<file path="src/rtl/uart_tx_sched.sv">
// Round-robin scheduler sharing the uart_ctrl TX path among NUM_REQ byte streams.
// Masters the uart_ctrl slave port directly: CTRL setup, TXDATA writes, STATUS polling.
module uart_tx_sched #(
  parameter int          NUM_REQ       = 3,
  parameter logic [31:0] UART_BASE     = 32'h4000_0200,
  parameter logic [31:0] BAUD_DIV_INIT = 32'd8,
  parameter int          POLL_TIMEOUT  = 4096
) (
  input  logic                 clk,
  input  logic                 rst,
  input  logic [NUM_REQ-1:0]   in_valid,
  input  logic [NUM_REQ*8-1:0] in_data,
  output logic [NUM_REQ-1:0]   in_ready,
  input  logic [31:0]          cfg_baud_div,
  input  logic                 cfg_update,
  output logic                 req_valid,
  output logic                 req_write,
  output logic [31:0]          req_addr,
  output logic [31:0]          req_wdata,
  output logic [3:0]           req_wstrb,
  input  logic [31:0]          rdata,
  output logic                 busy,
  output logic [1:0]           grant_id,
  output logic [15:0]          tx_count,
  output logic                 err_timeout
);

  // state    | meaning
  // INIT_CFG | post-reset CTRL = BAUD_DIV_INIT write is launched
  // IDLE     | pending CTRL rewrite first, else round-robin grant
  // ISSUE    | TXDATA write on the bus
  // SETTLE   | bus quiet so uart_ctrl can raise tx_busy
  // POLL     | STATUS read every cycle until tx_busy clears or timeout
  // CFG      | CTRL rewrite with the captured cfg_baud_div
  typedef enum logic [2:0] {
    S_INIT_CFG, S_IDLE, S_ISSUE, S_SETTLE, S_POLL, S_CFG
  } state_t;

  localparam logic [31:0] ADDR_TXDATA = UART_BASE | 32'h0;
  localparam logic [31:0] ADDR_STATUS = UART_BASE | 32'h4;
  localparam logic [31:0] ADDR_CTRL   = UART_BASE | 32'h8;
  localparam int          PW          = (POLL_TIMEOUT > 2) ? $clog2(POLL_TIMEOUT) : 1;

  state_t        state;
  logic          cfg_pend;
  logic [31:0]   cfg_val;
  logic [PW-1:0] poll_left;

  logic          grant_hit;
  logic [1:0]    grant_sel;
  logic [1:0]    cand;
  logic          take;
  logic          unused_rdata;

  assign unused_rdata = ^rdata[31:1];

  always_comb begin
    grant_hit = 1'b0;
    grant_sel = grant_id;
    cand      = grant_id;
    for (int i = 1; i <= NUM_REQ; i++) begin
      cand = 2'((int'(grant_id) + i) % NUM_REQ);
      if (!grant_hit && in_valid[cand]) begin
        grant_hit = 1'b1;
        grant_sel = cand;
      end
    end
  end

  // A pending CTRL rewrite holds off data grants for this IDLE visit.
  assign take = (state == S_IDLE) && !cfg_pend && grant_hit;

  always_comb begin
    in_ready = '0;
    if (take) in_ready[grant_sel] = 1'b1;
  end

  // Bus flops carry the access of the state being entered (INIT_CFG launches its own).
  always_ff @(posedge clk) begin
    if (rst) begin
      state       <= S_INIT_CFG;
      cfg_pend    <= 1'b0;
      cfg_val     <= '0;
      poll_left   <= '0;
      req_valid   <= 1'b0;
      req_write   <= 1'b0;
      req_addr    <= '0;
      req_wdata   <= '0;
      req_wstrb   <= 4'h0;
      busy        <= 1'b0;
      grant_id    <= 2'(NUM_REQ - 1);
      tx_count    <= '0;
      err_timeout <= 1'b0;
    end else begin
      req_valid <= 1'b0;
      req_write <= 1'b0;
      req_addr  <= '0;
      req_wdata <= '0;
      req_wstrb <= 4'h0;
      case (state)
        S_INIT_CFG: begin
          req_valid <= 1'b1;
          req_write <= 1'b1;
          req_addr  <= ADDR_CTRL;
          req_wdata <= BAUD_DIV_INIT;
          req_wstrb <= 4'hF;
          busy      <= 1'b0;
          state     <= S_IDLE;
        end
        S_IDLE: begin
          if (cfg_pend) begin
            req_valid <= 1'b1;
            req_write <= 1'b1;
            req_addr  <= ADDR_CTRL;
            req_wdata <= cfg_val;
            req_wstrb <= 4'hF;
            cfg_pend  <= 1'b0;
            busy      <= 1'b1;
            state     <= S_CFG;
          end else if (grant_hit) begin
            req_valid <= 1'b1;
            req_write <= 1'b1;
            req_addr  <= ADDR_TXDATA;
            req_wdata <= {24'h0, in_data[8*grant_sel +: 8]};
            req_wstrb <= 4'hF;
            grant_id  <= grant_sel;
            busy      <= 1'b1;
            state     <= S_ISSUE;
          end else begin
            busy <= 1'b0;
          end
        end
        S_ISSUE: begin
          state <= S_SETTLE;
        end
        S_SETTLE: begin
          req_valid <= 1'b1;
          req_addr  <= ADDR_STATUS;
          poll_left <= PW'(POLL_TIMEOUT - 1);
          state     <= S_POLL;
        end
        S_POLL: begin
          if (!rdata[0]) begin
            tx_count <= tx_count + 16'd1;
            busy     <= 1'b0;
            state    <= S_IDLE;
          end else if (poll_left == '0) begin
            err_timeout <= 1'b1;
            busy        <= 1'b0;
            state       <= S_IDLE;
          end else begin
            poll_left <= poll_left - 1'b1;
            req_valid <= 1'b1;
            req_addr  <= ADDR_STATUS;
          end
        end
        S_CFG: begin
          busy  <= 1'b0;
          state <= S_IDLE;
        end
        default: state <= S_INIT_CFG;
      endcase
      // Placed after the case so a pulse on the consuming edge stays pending.
      if (cfg_update) begin
        cfg_pend <= 1'b1;
        cfg_val  <= cfg_baud_div;
      end
    end
  end

endmodule

</file>
<file path="config.mk">
export PLATFORM = sky130hd
export DESIGN_NAME = uart_tx_sched
export DESIGN_NICKNAME = d
export VERILOG_FILES = /design/src/rtl/uart_tx_sched.sv
export SDC_FILE = /design/constraint.sdc
export NUM_CORES = 1
export LEC_CHECK = 0
export ABC_AREA = 1
export CAP_MARGIN = 10
export CORE_ASPECT_RATIO = 2
export CORE_MARGIN = 2
export CORE_UTILIZATION = 47
export CTS_BUF_LIST = sky130_fd_sc_hd__clkbuf_16
export CTS_CLUSTER_SIZE = 25
export DETAILED_ROUTE_END_ITERATION = 10
export GPL_TIMING_DRIVEN = 0
export PLACE_DENSITY_LB_ADDON = 0.12
export SLEW_MARGIN = 20
export SYNTH_ARGS = -nofsm -noshare
export SYNTH_HDL_FRONTEND = slang
export SYNTH_SLANG_ARGS = --single-unit
</file>
<file path="constraint.sdc">
create_clock -name clk -period 5.9 [get_ports clk]
set_input_delay 0.59 -clock clk [delete_from_list [all_inputs] [get_ports clk]]
set_output_delay 0.59 -clock clk [all_outputs]
set_load 0.1 [all_outputs]
</file>
==> results.cfg, run 1 <==
[status]
outcome = finished clean

[detailed_routing]
drtIter0Drc = 174
vias = 4486
first_pass_iters = 5
drcViolationCount = 0
routed_wl_um = 12200
routedWlPerCell_um = 13.14
vias_per_cell = 4.829
drtAntennaViolNets = 0

[floorplanning]
rows = 51
dieArea_sq_um = 10720
die_h_um = 144.5
die_w_um = 74.24
io_pins = 187
core_area_sq_um = 9699
start_util_pct = 47.81

[power_and_ir_drop]
leakagePower_nw = 2.757
comb_power_share_pct = 57.1
internal_power_mw = 1.660
seq_power_share_pct = 26.1
p_clk_share_pct = 16.8
p_sw_mw = 1.749
total_power_mw = 3.409
ir_worst_vdd_mv = 0.4280
swShare_pct = 51.30
powerDensity_nw_per_um2 = 527.7

[clock_tree]
cts_buffer_depth = 2
ctsResizeCount = 0
cts_sinks = 105
clock_latency_ns = 0.34
cts_hold_buf = 0
clk_pin_slew_ns = 0.07
ctsRootBufferMaster = clkbuf_16
post_cts_buffers = 0
cts_tree = yes
htree_levels = 3
cts_made_buffers = 9

[global_route]
grtUsageTotal_pct = 22.94
grt_pass1_wl_um = 19010
grt_overflow = 0
grt_max_degree = 17
grt_pass1_vias = 4352
antenna_found_initial = 0

[sta]
finalSetupViolations = 0
max_slew_margin_pct = 31.32
tns_ns = 0
worst_slew_pin_slew_ns = 1.027
hold_viol = 0
post-route-period-util_pct = 70.98
maxSlewViolCount = 0
clock_skew_ns = 0.007288
max_freq_mhz = 238.8
rsz0062_at_grt = false
fin_crit_ns = 4.188

[setup_path]
critical_path_class = flop to output port
cp-end-kind = output port
max_stage_delay_ns = 1.17
slowest_stage = clkdlybuf4s50_1
critPathArrivalTime_ns = 3.60
crit_required_ns = 5.31
critPathMaxFanout = 8
worstPathCellList = inv_1 -> ha_1 -> inv_2 -> nand2_1 -> nor2_1 -> o21ai_0 -> nand2_1 -> nand2_1 -> nand2_1 -> nand2_4 -> nand2_4 -> nor2_4 -> clkdlybuf4s50_1
crit_top_cell = nand2_1
start_kind = flop

[worst_hold_path]
min_path_type = flop to flop

[final_layout]
final_common_cell = clkdlybuf4s50_1
stdcell_count = 929
drive_gt1_share_pct = 10.79
mostFrequentLayoutCells = clkdlybuf4s50_1, nand2_1, dfxtp_1
syn_to_final_growth_pct = 39.31
diodes = 0
num-nets-final = 893

[logic_synthesis]
postSynthAreaPerCell_sq_um = 7.384
seq_area_frac_synth_pct = 45.33
synthCells = 628
syn_area_sq_um = 4637
synth.distinct_cells = 36
ys_warn_count = 0
synth-seq-cells = 105

[placed_design]
gp_congestion = 0.8881
numPortBuffers = 127
hpwl_um = 9553
dp.cells = 914

[run]
drv_cap = 0
-- stage by stage --
step / hold WS [ns] / util, % / worst slack [ns] / cell area [sq um]
2_1_floorplan: 0.4199 / - / 2.414 / 4738
3_3_place_gp: 0.4284 / 63.66 / 1.948 / 6175
3_5_place_dp: 0.4321 / 63.66 / 1.875 / 6175
4_1_cts: 0.4437 / 66.60 / 1.738 / 6460
5_1_grt: 0.4593 / 66.60 / 1.535 / 6460
6_report: 0.4462 / 66.60 / 1.712 / 6460
-- flip-flops by register name, summed over array words and instances, names as in the netlist, 2 cells and up --
register   count
poll_left     12
state          3
req_wdata     32
tx_count      16
req_addr       3
grant_id       2
cfg_val       32
-- synth_stat cells (all sizes together) --
cell    instances  area share, %
a21oi          43            4.6
a31oi           6           0.81
buf            36            5.6
clkbuf         16            1.3
clkinv          6           0.51
conb            1          0.081
dfxtp         105             45
ha              6            1.6
inv            61            5.0
nand2         119             10
nand3          45            5.5
nand3b          1           0.16
nand4           3           0.40
nor2           98            8.7
nor3           14            1.6
nor4            1           0.14
o211ai          2           0.32
o21a            4           0.65
o21ai          55            6.0
o21ba           1           0.22
xnor2           1           0.19
xor2            4           0.76
-- worst max-delay path, delay by kind of cell (launching register included) --
kind / cells / cell delay [ns]
buffers and inverters: 3 / 1.41
and+or+nand+nor: 8 / 0.77
DFF: 1 / 0.44
adders and majority gates: 1 / 0.43
AOI/OAI and AO/OA: 1 / 0.21
-- routing by layer --
| metal | track usage, % | routed length [um] |
|---|---|---|
| met1 | 22.09 | 4351 |
| met2 | 45.30 | 6893 |
| met3 | 4.739 | 660 |
| met4 | 8.647 | 297 |
| met5 | 0 | 0 |
-- worst paths after layout --
kind / from / endpoint / slack, ns / cells after the start
hold reg to reg: cfg_val[25] / req_wdata[25] / 0.45 / 2
setup reg to reg: grant_id[0] / req_wdata[3] / 3.51 / 16
setup / recovery: grant_id[0] / in_ready[1] / 1.71 / 13
hold / removal: cfg_val[25] / req_wdata[25] / 0.45 / 2
-- cells by family (layout without fill, tap and decap cells) --
| family | after synthesis | after routing | synth area share, % |
|---|---|---|---|
| compound gates | 111 | 111 | 12.66 |
| xor+xnor | 5 | 5 | 0.9444 |
| fa+ha+maj | 6 | 6 | 1.619 |
| buf+inv | 119 | 261 | 12.41 |
| flops | 105 | 105 | 45.33 |
| other cells | 1 | 28 | 0.08087 |
| simple gates | 281 | 281 | 26.96 |
-- final cells by class --
| cell class | instances | area [sq um] |
|---|---|---|
| clock inverter | 6 | 60.06 |
| fill | 910 | 3239 |
| buffer | 52 | 320.3 |
| multi-input combinational | 431 | 2061 |
| clock buffer | 9 | 225.2 |
| sequential | 105 | 2102 |
| inverter | 67 | 255.2 |
| timing repair buffer | 127 | 1271 |
| tap | 132 | 165.2 |
-- power by group through the flow --
stage | registers (mW) | logic (mW) | clock network (mW)
after detailed placement | 0.903 | 1.94 | 0
after global routing | 0.899 | 2.11 | 0.612
after floorplan | 1.26 | 1.17 | 0
after global placement | 0.900 | 1.91 | 0
after CTS | 0.889 | 1.94 | 0.583
final | 0.890 | 1.94 | 0.574
(Power assumes the default switching activity.)
==> run 2, diff against run 1 <==
Settings changed: CORE_UTILIZATION 47 to 39.
Clock period 5.9 ns to 3.4 ns, I/O delays scaled along.
==> run 2 against run 1 <==
Compared with the run above: register-to-register slack got worse by 2.4 ns; largest cell class unchanged; power up 73%; hold slack worse by 0.0056 ns; clock skew down 0.0012 ns; utilization fell by 11 points; die area increased by 20%; clock power is 76% higher; via count shrank 1.1%.
==> results.cfg, run 2 (synthesized netlist as in run 1, its figures left out) <==
[power_and_ir_drop]
total_power_mw = 5.899
p_sw_mw = 3.031
ir_worst_vdd_mv = 0.6557
powerDensity_nw_per_um2 = 911.9
leakagePower_nw = 2.757
internal_power_mw = 2.868
comb_power_share_pct = 56.9
swShare_pct = 51.38
seq_power_share_pct = 26.1
p_clk_share_pct = 17.1

[detailed_routing]
vias = 4436
drcViolationCount = 0
routedWlPerCell_um = 13.20
drtIter0Drc = 189
routed_wl_um = 12450
first_pass_iters = 4
drtAntennaViolNets = 0
vias_per_cell = 4.704

[global_route]
grt_pass1_wl_um = 19770
grt_use_met2_pct = 38.49
grt_use_met3_pct = 3.649
grt.busiest_layer = met2
grtUsageTotal_pct = 20.04
grt_overflow = 0
met1_usage_pct = 20.19
grt_pass1_vias = 4276
grt_max_degree = 17
antenna_found_initial = 0

[floorplanning]
core_area_sq_um = 11630
dieArea_sq_um = 12830
rows = 56
die_w_um = 81.10
start_util_pct = 39.87
die_h_um = 158.2
io_pins = 187

[sta]
worst_slew_pin_slew_ns = 1.030
hold_viol = 0
max_freq_mhz = 315.0
post-route-period-util_pct = 93.37
finalSetupViolations = 0
fin_crit_ns = 3.175
max_slew_margin_pct = 31.12
maxSlewViolCount = 0
setup_slack_ns = 0.2254
rsz0062_at_grt = false
clock_skew_ns = 0.006121

[final_layout]
regArea_sq_um = 2102
diodes = 0
multiInputGateArea_sq_um = 2061
stdcell_area_sq_um = 6469
num-nets-final = 893
fill_cells = 1149
mostFrequentLayoutCells = clkdlybuf4s50_1, nand2_1, dfxtp_1
syn_to_final_growth_pct = 39.50
final_common_cell = clkdlybuf4s50_1
top_regs = cfg_val (32), req_wdata (32), tx_count (16)
drive_gt1_share_pct = 11.03

[clock_tree]
cts_buffer_depth = 2
cts_hold_buf = 0
clock_latency_ns = 0.34
cts_made_buffers = 9
ctsResizeCount = 9
post_cts_buffers = 0
clk_pin_slew_ns = 0.07
cts_sinks = 105
cts_tree = yes
htree_levels = 3
ctsRootBufferMaster = clkbuf_16

[setup_path]
crit_family = buffers and inverters
slowest_stage = clkdlybuf4s15_2
start_kind = flop
worst-path-buf-inv = 5
crit_required_ns = 3.06
critPathMaxFanout = 9
worstPathCellList = inv_1 -> ha_1 -> inv_2 -> nand2_2 -> nand3_2 -> nand2_4 -> nand4_1 -> nand2_1 -> inv_2 -> nand2_2 -> inv_4 -> clkdlybuf4s15_2
cp-end-kind = output port
critical_path_class = flop to output port
critPathArrivalTime_ns = 2.83
max_stage_delay_ns = 0.55

[run]
drv_cap = 0

[worst_hold_path]
min_path_type = flop to flop

[placed_design]
dp_slack_ns = -0.07315
numPortBuffers = 127
hpwl_um = 9795
dpl-instance-area_sq_um = 6191
gp_congestion = 0.8508

[status]
outcome = finished clean
[run 2: changes by cell type in the layout (fill, tap and decap cells not counted)]
cell | previous run | this run
clkinv_1 | 6 | 8
buf_2 | 1 | 3
clkdlybuf4s50_1 | 127 | 124
clkinv_2 | 3 | 2
clkinv_4 | 1 | 0
clkdlybuf4s15_2 | 0 | 1
clkinvlp_4 | 1 | 2
[run 2: path summary, 6_finish.rpt]
check / from / endpoint / slack (ns) / depth (start not counted)
worst max-delay path: grant_id[0] / in_ready[2] / 0.23 / 12
worst min-delay path: cfg_val[24] / req_wdata[24] / 0.44 / 2
worst max register to register: grant_id[0] / req_wdata[4] / 1.07 / 16
worst min register to register: cfg_val[24] / req_wdata[24] / 0.44 / 2
[run 2: layer usage]
metal,part of all wire [%],up-vias
li1,-,2275
met1,37,2011
met2,56,135
met3,4.7,15
met4,2.3,0
met5,0,-
[run 2: through the flow]
stage                     TNS [ns]  cells  utilization (%)  hold WS (ns)
final                            0    943            55.62        0.4406
after CTS                        0    943            55.72        0.4425
after global placement     -0.1042    927            53.23        0.4269
after global routing             0    943            55.62        0.4605
after detailed placement   -0.1216    927            53.23        0.4331
after floorplan                  0    655                -        0.4199
[run 2: layout make-up]
cell class	count	area share [%]
flip-flops and latches	105	32.50
clock buffers	9	3.482
clock inverters	7	0.9478
repair buffers	127	19.52
well taps	145	2.805
plain buffers	52	4.952
multi-input cells	431	31.86
inverters	67	3.946
[run 2: worst min-delay path, stage by stage, from the launching register on]
cell and delay [ns]:
dfxtp_1 0.31, nand2_1 0.06, nor2_1 0.04
[run 2: power by group through the flow]
stage / Combinational (mW) / Sequential, mW / Clock (mW)
final: 3.35 / 1.54 / 1.01
after global routing: 3.63 / 1.56 / 1.07
after CTS: 3.36 / 1.54 / 1.03
after detailed placement: 3.36 / 1.57 / 0
after global placement: 3.33 / 1.56 / 0
after floorplan: 2.03 / 2.19 / 0
==> run 3, diff against run 2 <==
Settings changed: GPL_ROUTABILITY_DRIVEN set to 0, PLACE_DENSITY set to 0.76, PLACE_DENSITY_LB_ADDON 0.12 to unset.
==> run 3 against run 2 <==
Compared with the run above: global-route usage is 0.39 points lower; die area stayed put; fmax is 1.2% higher; utilization is 0.054 points higher; sequential power hardly changed; register-to-register slack worse by 0.07 ns; worst setup slack better by 0.039 ns; clock skew is 0.0073 ns higher; non-clock buffer count stayed put; via count is 0.41% higher; largest cell class unchanged.
==> results.cfg, run 3 (synthesized netlist as in run 1, its figures left out) <==
[status]
outcome = finished clean

[detailed_routing]
first_pass_iters = 4
drtIter0Drc = 198
vias_per_cell = 4.723
routedWlPerCell_um = 13.10
routed_wl_um = 12360
vias = 4454
drcViolationCount = 0
drtAntennaViolNets = 0

[global_route]
grtUsageTotal_pct = 19.65
grt_max_degree = 21
antenna_found_initial = 0
grt_pass1_wl_um = 19430
grt_overflow = 0
grt_pass1_vias = 4233

[setup_path]
r2r_slack_ns = 1.00
crit_required_ns = 3.06
reg2reg_depth = 17
critPathArrivalTime_ns = 2.80
critical_path_class = flop to output port
regToRegEndpoint = req_wdata[3]
rr_startpoint = grant_id[0]
worstPathCellList = inv_1 -> ha_1 -> inv_2 -> nand2_2 -> nand3_2 -> nand2_4 -> nand4_1 -> nand2_1 -> inv_2 -> nand2_2 -> inv_4 -> buf_2
cp-end-kind = output port
start_kind = flop
slowest_stage = dfxtp_1
critPathMaxFanout = 9
max_stage_delay_ns = 0.45

[floorplanning]
core_area_sq_um = 11630
dieArea_sq_um = 12830
rows = 56
io_pins = 187
start_util_pct = 39.87
die_w_um = 81.10
die_h_um = 158.2

[final_layout]
syn_to_final_growth_pct = 39.64
mostFrequentLayoutCells = clkdlybuf4s50_1, nand2_1, dfxtp_1
diodes = 0
final_common_cell = clkdlybuf4s50_1
num-nets-final = 893
drive_gt1_share_pct = 11.40
top_regs = cfg_val (32), req_wdata (32), tx_count (16)
fill_cells = 1112

[sta]
rsz0062_at_grt = false
hold_slack_ns = 0.4380
max_freq_mhz = 318.9
finalSetupViolations = 0
maxSlewViolCount = 0
max_slew_margin_pct = 30.94
post-route-period-util_pct = 92.23
setup_slack_ns = 0.2642
clock_skew_ns = 0.01344
fin_crit_ns = 3.136
worst_slew_pin_slew_ns = 1.033
hold_viol = 0

[power_and_ir_drop]
total_power_mw = 5.941
ir_worst_vdd_mv = 0.7620
leakagePower_nw = 2.769
powerDensity_nw_per_um2 = 917.5

[placed_design]
dp_slack_ns = -0.1413
hpwl_um = 9553
numPortBuffers = 127

[clock_tree]
cts_made_buffers = 9
ctsRootBufferMaster = clkbuf_16
htree_levels = 3
cts_hold_buf = 0
clock_latency_ns = 0.36
clk_pin_slew_ns = 0.08
post_cts_buffers = 0
cts_tree = yes
cts_buffer_depth = 2
cts_sinks = 105

[worst_hold_path]
whs_path_depth = 2
min_path_type = flop to flop
min_from = cfg_val[18]
hold-path-endpoint = req_wdata[18]

[run]
drv_cap = 0
## run 3: area by class of cell
class / instances / area (sq um) / share of cell area, %
sequential: 105 / 2102 / 32.46
timing repair buffer: 127 / 1261 / 19.48
inverter: 67 / 255.2 / 3.942
multi-input combinational: 431 / 2061 / 31.83
buffer: 52 / 320.3 / 4.947
clock inverter: 7 / 68.82 / 1.063
tap: 145 / 181.4 / 2.802
clock buffer: 9 / 225.2 / 3.478
## run 3: stage by stage
stage | util (%) | setup TNS [ns] | instances | cell area, sq um
after detailed placement | 53.23 | -0.3499 | 927 | 6191
after global routing | 55.67 | 0 | 943 | 6475
final | 55.67 | 0 | 943 | 6475
after floorplan | - | 0 | 655 | 4738
after global placement | 53.23 | -0.2858 | 927 | 6191
after CTS | 55.79 | 0 | 943 | 6489
## run 3: power by group
part / total [mW] / switching [mW] / internal [mW]
logic: 3.37 / 2.48 / 0.889
clock network: 1.03 / 0.512 / 0.521
registers: 1.54 / 0.122 / 1.42
## run 3: what timing repair did
action                                  4_1_cts  5_1_grt
pin swaps                                     0        0
cloned                                        0        0
gates resized for setup                       9        8
hold endpoints to repair                      0        0
endpoints found under the setup margin        3        3
## run 3: worst max-delay path by stage
stage          slack, ns   startpoint           to
2_1_floorplan       0.16  grant_id[0]  in_ready[1]
3_3_place_gp       -0.12  grant_id[0]  in_ready[1]
3_5_place_dp       -0.14  grant_id[0]  in_ready[1]
4_1_cts             0.05  grant_id[0]  in_ready[1]
5_1_grt             0.05  grant_id[0]  in_ready[2]
6_report            0.26  grant_id[0]  in_ready[2]
## run 3: critical path: cells and delay by family (launching register included)
family	cells	cell delay (ns)
flip-flops	1	0.45
buffers and inverters	5	0.96
adder cells (fa/ha/maj)	1	0.39
AND/OR/NAND/NOR	6	0.65
## run 3: layer usage
metal / global-route usage [%] / routed length (um)
met5: 0 / 0
met4: 7.587 / 286
met3: 4.162 / 661
met2: 38.65 / 6827
met1: 19.08 / 4580
